**config.mk**
```make
export PLATFORM = sky130hd
export DESIGN_NAME = uart_tx_arbiter
export DESIGN_NICKNAME = d
export VERILOG_FILES = /design/src/rtl/uart_pkg.sv /design/src/rtl/rr_arbiter.sv /design/src/rtl/uart_tx_arbiter.sv
export SDC_FILE = /design/constraint.sdc
export NUM_CORES = 1
export LEC_CHECK = 0
export ABC_CLOCK_PERIOD_IN_PS = 2900
export CORE_ASPECT_RATIO = 2
export CORE_MARGIN = 10
export CORE_UTILIZATION = 54
export DETAILED_ROUTE_END_ITERATION = 8
export PLACE_DENSITY = 0.94
export REMOVE_ABC_BUFFERS = 1
export SLEW_MARGIN = 10
export SYNTH_ARGS = -nofsm -noshare
export SYNTH_HDL_FRONTEND = slang
export SYNTH_HIERARCHICAL = 1
export SYNTH_SLANG_ARGS = --single-unit
```
**constraint.sdc**
```tcl
create_clock -name CLK -period 2.9 [get_ports CLK]
set_input_delay 0.58 -clock CLK [delete_from_list [all_inputs] [get_ports CLK]]
set_output_delay 0.58 -clock CLK [all_outputs]
set_load 0.01 [all_outputs]
```
**src/rtl/uart_pkg.sv**
```systemverilog
// Shared types and constants for the UART transmit arbiter.
package uart_pkg;

  typedef enum logic [2:0] {
    ST_IDLE      = 3'd0,
    ST_ARB       = 3'd1,
    ST_LOAD      = 3'd2,
    ST_WAIT_ACK  = 3'd3,
    ST_WAIT_DONE = 3'd4,
    ST_GAP       = 3'd5
  } state_t;

  localparam int DATA_WIDTH_DEF = 8;
  localparam int TX_START_PULSE = 1;

endpackage

```
**src/rtl/rr_arbiter.sv**
```systemverilog
// Round-robin picker: first set req bit at or above ptr, wrapping; one-hot result.
// Purely combinational, zero latency; no flow control of its own.
module rr_arbiter #(
  parameter int NUM_REQ = 2,
  parameter int PTR_W   = 1
) (
  input  logic [NUM_REQ-1:0] req,
  input  logic [PTR_W-1:0]   ptr,
  output logic [NUM_REQ-1:0] gnt
);

  int   idx;
  logic found;

  always_comb begin
    gnt   = '0;
    found = 1'b0;
    idx   = 0;
    for (int k = 0; k < NUM_REQ; k++) begin
      idx = int'(ptr) + k;
      if (idx >= NUM_REQ) idx = idx - NUM_REQ;
      if (!found && req[idx[PTR_W-1:0]]) begin
        gnt[idx[PTR_W-1:0]] = 1'b1;
        found = 1'b1;
      end
    end
  end

endmodule

```
**src/rtl/uart_tx_arbiter.sv**
```systemverilog
// Shares one UART TX path between NUM_REQ byte streams, round-robin per message.
// req_ready same cycle as an accepted req_valid, tx_start one cycle later; owner holds grant until its last byte.
module uart_tx_arbiter
  import uart_pkg::*;
#(
  parameter int DATA_WIDTH  = DATA_WIDTH_DEF,
  parameter int NUM_REQ     = 2,
  parameter int ACK_TIMEOUT = 64,
  parameter int GAP_CYCLES  = 0
) (
  input  logic                          CLK,
  input  logic                          RST,
  input  logic [NUM_REQ-1:0]            req_valid,
  input  logic [NUM_REQ*DATA_WIDTH-1:0] req_data,
  input  logic [NUM_REQ-1:0]            req_last,
  output logic [NUM_REQ-1:0]            req_ready,
  output logic [NUM_REQ-1:0]            grant,
  output logic [DATA_WIDTH-1:0]         tx_data,
  output logic                          tx_start,
  input  logic                          tsr_busy,
  output logic                          timeout_err,
  input  logic                          err_clr
);

  localparam int PTR_W = $clog2(NUM_REQ);
  localparam int CNT_W = $clog2(ACK_TIMEOUT + 1);

  state_t              state;
  logic [PTR_W-1:0]    ptr;
  logic [CNT_W-1:0]    cnt;
  logic [7:0]          gap_cnt;
  logic                last_q;

  logic [NUM_REQ-1:0]    pick;
  logic [NUM_REQ-1:0]    sel_oh;
  logic [NUM_REQ-1:0]    accept_oh;
  logic [DATA_WIDTH-1:0] sel_dat;
  logic                  sel_last;
  logic [PTR_W-1:0]      owner_idx;
  logic [PTR_W-1:0]      next_ptr;

  rr_arbiter #(
    .NUM_REQ (NUM_REQ),
    .PTR_W   (PTR_W)
  ) u_rr (
    .req (req_valid),
    .ptr (ptr),
    .gnt (pick)
  );

  // An existing owner locks out everyone else until its message ends.
  assign sel_oh    = (|grant) ? grant : pick;
  assign accept_oh = (state == ST_ARB) ? (sel_oh & req_valid) : '0;
  assign req_ready = accept_oh;
  assign sel_last  = |(sel_oh & req_last);

  always_comb begin
    owner_idx = '0;
    sel_dat   = '0;
    for (int i = 0; i < NUM_REQ; i++) begin
      if (grant[i])  owner_idx = PTR_W'(i);
      if (sel_oh[i]) sel_dat   = req_data[i*DATA_WIDTH +: DATA_WIDTH];
    end
  end

  assign next_ptr = (owner_idx == PTR_W'(NUM_REQ - 1)) ? '0 : owner_idx + 1'b1;

  always_ff @(posedge CLK or negedge RST) begin
    if (!RST) begin
      state       <= ST_IDLE;
      ptr         <= '0;
      cnt         <= '0;
      gap_cnt     <= '0;
      last_q      <= 1'b0;
      grant       <= '0;
      tx_data     <= '0;
      tx_start    <= 1'b0;
      timeout_err <= 1'b0;
    end else begin
      // A timeout below overrides this clear in the same cycle.
      if (err_clr) timeout_err <= 1'b0;

      case (state)
        ST_IDLE: begin
          if (!tsr_busy && (|req_valid)) state <= ST_ARB;
        end

        ST_ARB: begin
          if (|accept_oh) begin
            grant    <= accept_oh;
            tx_data  <= sel_dat;
            last_q   <= sel_last;
            tx_start <= 1'b1;
            cnt      <= '0;
            state    <= ST_LOAD;
          end
        end

        ST_LOAD: begin
          if (cnt == CNT_W'(TX_START_PULSE - 1)) begin
            tx_start <= 1'b0;
            cnt      <= '0;
            state    <= ST_WAIT_ACK;
          end else begin
            cnt <= cnt + 1'b1;
          end
        end

        ST_WAIT_ACK: begin
          if (tsr_busy) begin
            state <= ST_WAIT_DONE;
          end else if (cnt == CNT_W'(ACK_TIMEOUT - 1)) begin
            timeout_err <= 1'b1;
            grant       <= '0;
            ptr         <= next_ptr;
            state       <= ST_IDLE;
          end else begin
            cnt <= cnt + 1'b1;
          end
        end

        ST_WAIT_DONE: begin
          if (!tsr_busy) begin
            if (GAP_CYCLES > 0) begin
              gap_cnt <= '0;
              state   <= ST_GAP;
            end else if (last_q) begin
              grant <= '0;
              ptr   <= next_ptr;
              state <= ST_IDLE;
            end else begin
              state <= ST_ARB;
            end
          end
        end

        ST_GAP: begin
          if (gap_cnt == 8'(GAP_CYCLES - 1)) begin
            if (last_q) begin
              grant <= '0;
              ptr   <= next_ptr;
              state <= ST_IDLE;
            end else begin
              state <= ST_ARB;
            end
          end else begin
            gap_cnt <= gap_cnt + 1'b1;
          end
        end

        default: state <= ST_IDLE;
      endcase
    end
  end

endmodule

```
==> flow_summary.json <==
{
  "ir_drop_uv": 947,
  "ant_nets": 0,
  "dpl-instance-area_um2": 2120,
  "cts.hold.buffers_added": 0,
  "dr_total_vias": 1490,
  "initial_core_util_pct": 56.6,
  "grt_pass1_vias": 1504,
  "postLayoutCellArea_um2": 2230,
  "clock_sinks": 32,
  "drtIter0Drc": 47,
  "postCtsSetupBuffers": 0,
  "setup_viol": 0,
  "cp-end-kind": "output pin",
  "cts.clk_slew.worst_paths_ns": 0.07,
  "avgSynthCellArea_um2": 9.86,
  "fin_skew_ns": 0.00942,
  "grt_max_degree": 33,
  "grt_pass1_wl_um": 6930,
  "async_reset_ff_share_pct": 100,
  "port_buffers": 37,
  "numCtsBuffers": 5,
  "clk_latency_ns": 0.30,
  "p_total_mw": 1.91,
  "final_common_cell": "clkdlybuf4s50_1",
  "hold_path.class": "reg -> reg",
  "io_pins": 38,
  "viasPerCell": 6.01,
  "core_area_um2": 3010,
  "grtUsageMet1_pct": 14.5,
  "drt_wl_total_um": 4270,
  "min_period_ns": 2.70,
  "grt_util_all_layers_pct": 15.0,
  "fill_cells": 215,
  "grt_busiest_layer": "met2",
  "finalCritPeriodShare_pct": 93.2,
  "wl_per_cell_um": 17.2,
  "rsz0062_at_grt": "false",
  "synth_edf_count": 0,
  "yosys.cell_types.count": 49,
  "drc": 0,
  "final_cell_mix": "35 x clkdlybuf4s50_1, 32 x dfrtp_1, 18 x nand2_1",
  "routabilityCongestion": 0.867,
  "crit_required_ns": 2.32,
  "drtPass1Iterations": 4,
  "cts_tree": "done",
  "p_per_area_nw_per_um2": 857,
  "critical_path_arrival_ns": 2.12,
  "crit_family": "buffers and inverters",
  "antenna_found_initial": 0,
  "nets": 244,
  "synth_area_um2": 1710,
  "finalHoldViolations": 0,
  "timing.hold.ws_ns": 0.480,
  "maxSlewHeadroom_pct": 64.9,
  "synthCells": 173,
  "p_leak_nw": 1.04,
  "gr-total-overflow": 0,
  "synth_ff_type": "dfrtp_1",
  "worst_pin_slew_ns": 0.525,
  "die_area_um2": 5950,
  "post-dp-hpwl_um": 3280,
  "cap_violations": 0,
  "rows": 28,
  "num_antenna_cells": 0,
  "critPathKind": "in -> out",
  "cts_root_buf": "clkbuf_8",
  "die_x_um": 59.8,
  "slew_viol_final": 0,
  "clk_path_buf_depth": 2,
  "worst-path-buf-inv": 2,
  "slowest_delay_ns": 0.53,
  "syn_to_final_growth_pct": 30.7,
  "die_h_um": 99.5,
  "cp_cell_sequence": "clkdlybuf4s50_1 -> a21boi_1 -> nor2b_1 -> o21ai_1 -> nor2_1 -> dlygate4sd2_1",
  "fmax_ghz": 0.370,
  "outcome": "finished clean",
  "grt_use_met2_pct": 25.6,
  "drive_gt1_share_pct": 11.5,
  "yosysSeqAreaShare_pct": 46.9,
  "htree_num_levels": 2,
  "grt_use_met3_pct": 5.10,
  "cp_max_fo": 4,
  "synth_seq_cells": 32,
  "critPathLaunchType": "primary input",
  "yosys_warnings": 6,
  "slowest_stage": "clkdlybuf4s50_1"
}
==> routing by layer <==
layer  vias to the layer above  part of all wire, %
li1                        708                    -
met1                       705                   35
met2                        64                   53
met3                        13                  8.2
met4                         0                  3.4
met5                         -                    0
==> cells in the mapped netlist, types with 3 or more instances <==
cell     count  area, µm²
inv_1        8       30.0
a22oi_1      8       60.1
nand3_1      9       45.0
xnor2_1      4       35.0
nor2b_1      3       18.8
o21ai_0     12       60.1
a21oi_1      3       15.0
nor2_1      10       37.5
ha_1         3       37.5
nand2_1     18       67.6
a21o_1       7       52.6
mux2i_1      3       30.0
o31ai_1      4       30.0
xor2_1       3       26.3
dfrtp_1     32        801
==> tightest hold or removal path: stages (launching register included) <==
cell	delay, ns
dfrtp_1	0.34
nand2_1	0.04
o21ai_0	0.06
==> layout make-up <==
class | count | area [µm²] | share of cell area [%]
timing repair buffer | 42 | 405 | 18.2
clock buffer | 6 | 72.6 | 3.25
inverter | 9 | 33.8 | 1.51
multi-input combinational | 127 | 846 | 37.9
clock inverter | 2 | 35.0 | 1.57
tap | 30 | 37.5 | 1.68
sequential | 32 | 801 | 35.9
==> report_power, final <==
| group | leakage [nW] | switching [mW] | internal, mW |
|---|---|---|---|
| clock network | 0.0552 | 0.170 | 0.255 |
| registers | 0.420 | 0.134 | 0.561 |
| logic | 0.570 | 0.398 | 0.394 |
| total | 1.04 | 0.702 | 1.21 |
==> metrics by stage <==
stage | setup slack, ns | TNS (ns) | util, % | std cells
2_1_floorplan | 0.907 | 0 | - | 168
3_3_place_gp | 0.0300 | 0 | 70.5 | 240
3_5_place_dp | -0.0396 | -0.0396 | 70.5 | 240
4_1_cts | 0.260 | 0 | 74.0 | 248
5_1_grt | 0.111 | 0 | 74.0 | 248
6_report | 0.198 | 0 | 74.0 | 248
==> path summary, 6_finish.rpt <==
path / startpoint / end / slack [ns] / cells past startpoint
max in group asynchronous: RST / gap_cnt[7] / 1.93 / 2
min in group asynchronous: RST / tx_data[6] / 0.67 / 2
worst min register to register: tx_data[3] / tx_data[3] / 0.48 / 2
worst min-delay path: tx_data[3] / tx_data[3] / 0.48 / 2
worst max register to register: ptr / state[0] / 0.95 / 8
worst max-delay path: req_valid[1] / req_ready[1] / 0.20 / 6
==> registers in the layout, summed over array words and instances, names as in the netlist <==
signal / flops
state: 3
ptr: 1
grant: 2
cnt: 7
gap_cnt: 8
tx_start: 1
timeout_err: 1
last_q: 1
tx_data: 8
==> repair_timing <==
item | 4_1_cts | 5_1_grt
endpoints found under the setup margin | 2 | 0
hold endpoints to repair | 0 | 0
resized for setup | 3 | 0
==> logic make-up after synthesis <==
| kind of cell | Yosys count | share of synthesized area, % |
|---|---|---|
| buf+inv | 14 | 3.67 |
| simple gates | 61 | 18.4 |
| flops | 32 | 46.9 |
| mux | 5 | 3.30 |
| compound gates | 51 | 21.9 |
| xor+xnor | 7 | 3.59 |
| fa+ha+maj | 3 | 2.20 |
Note: power is estimated with default switching activity, not from simulation.
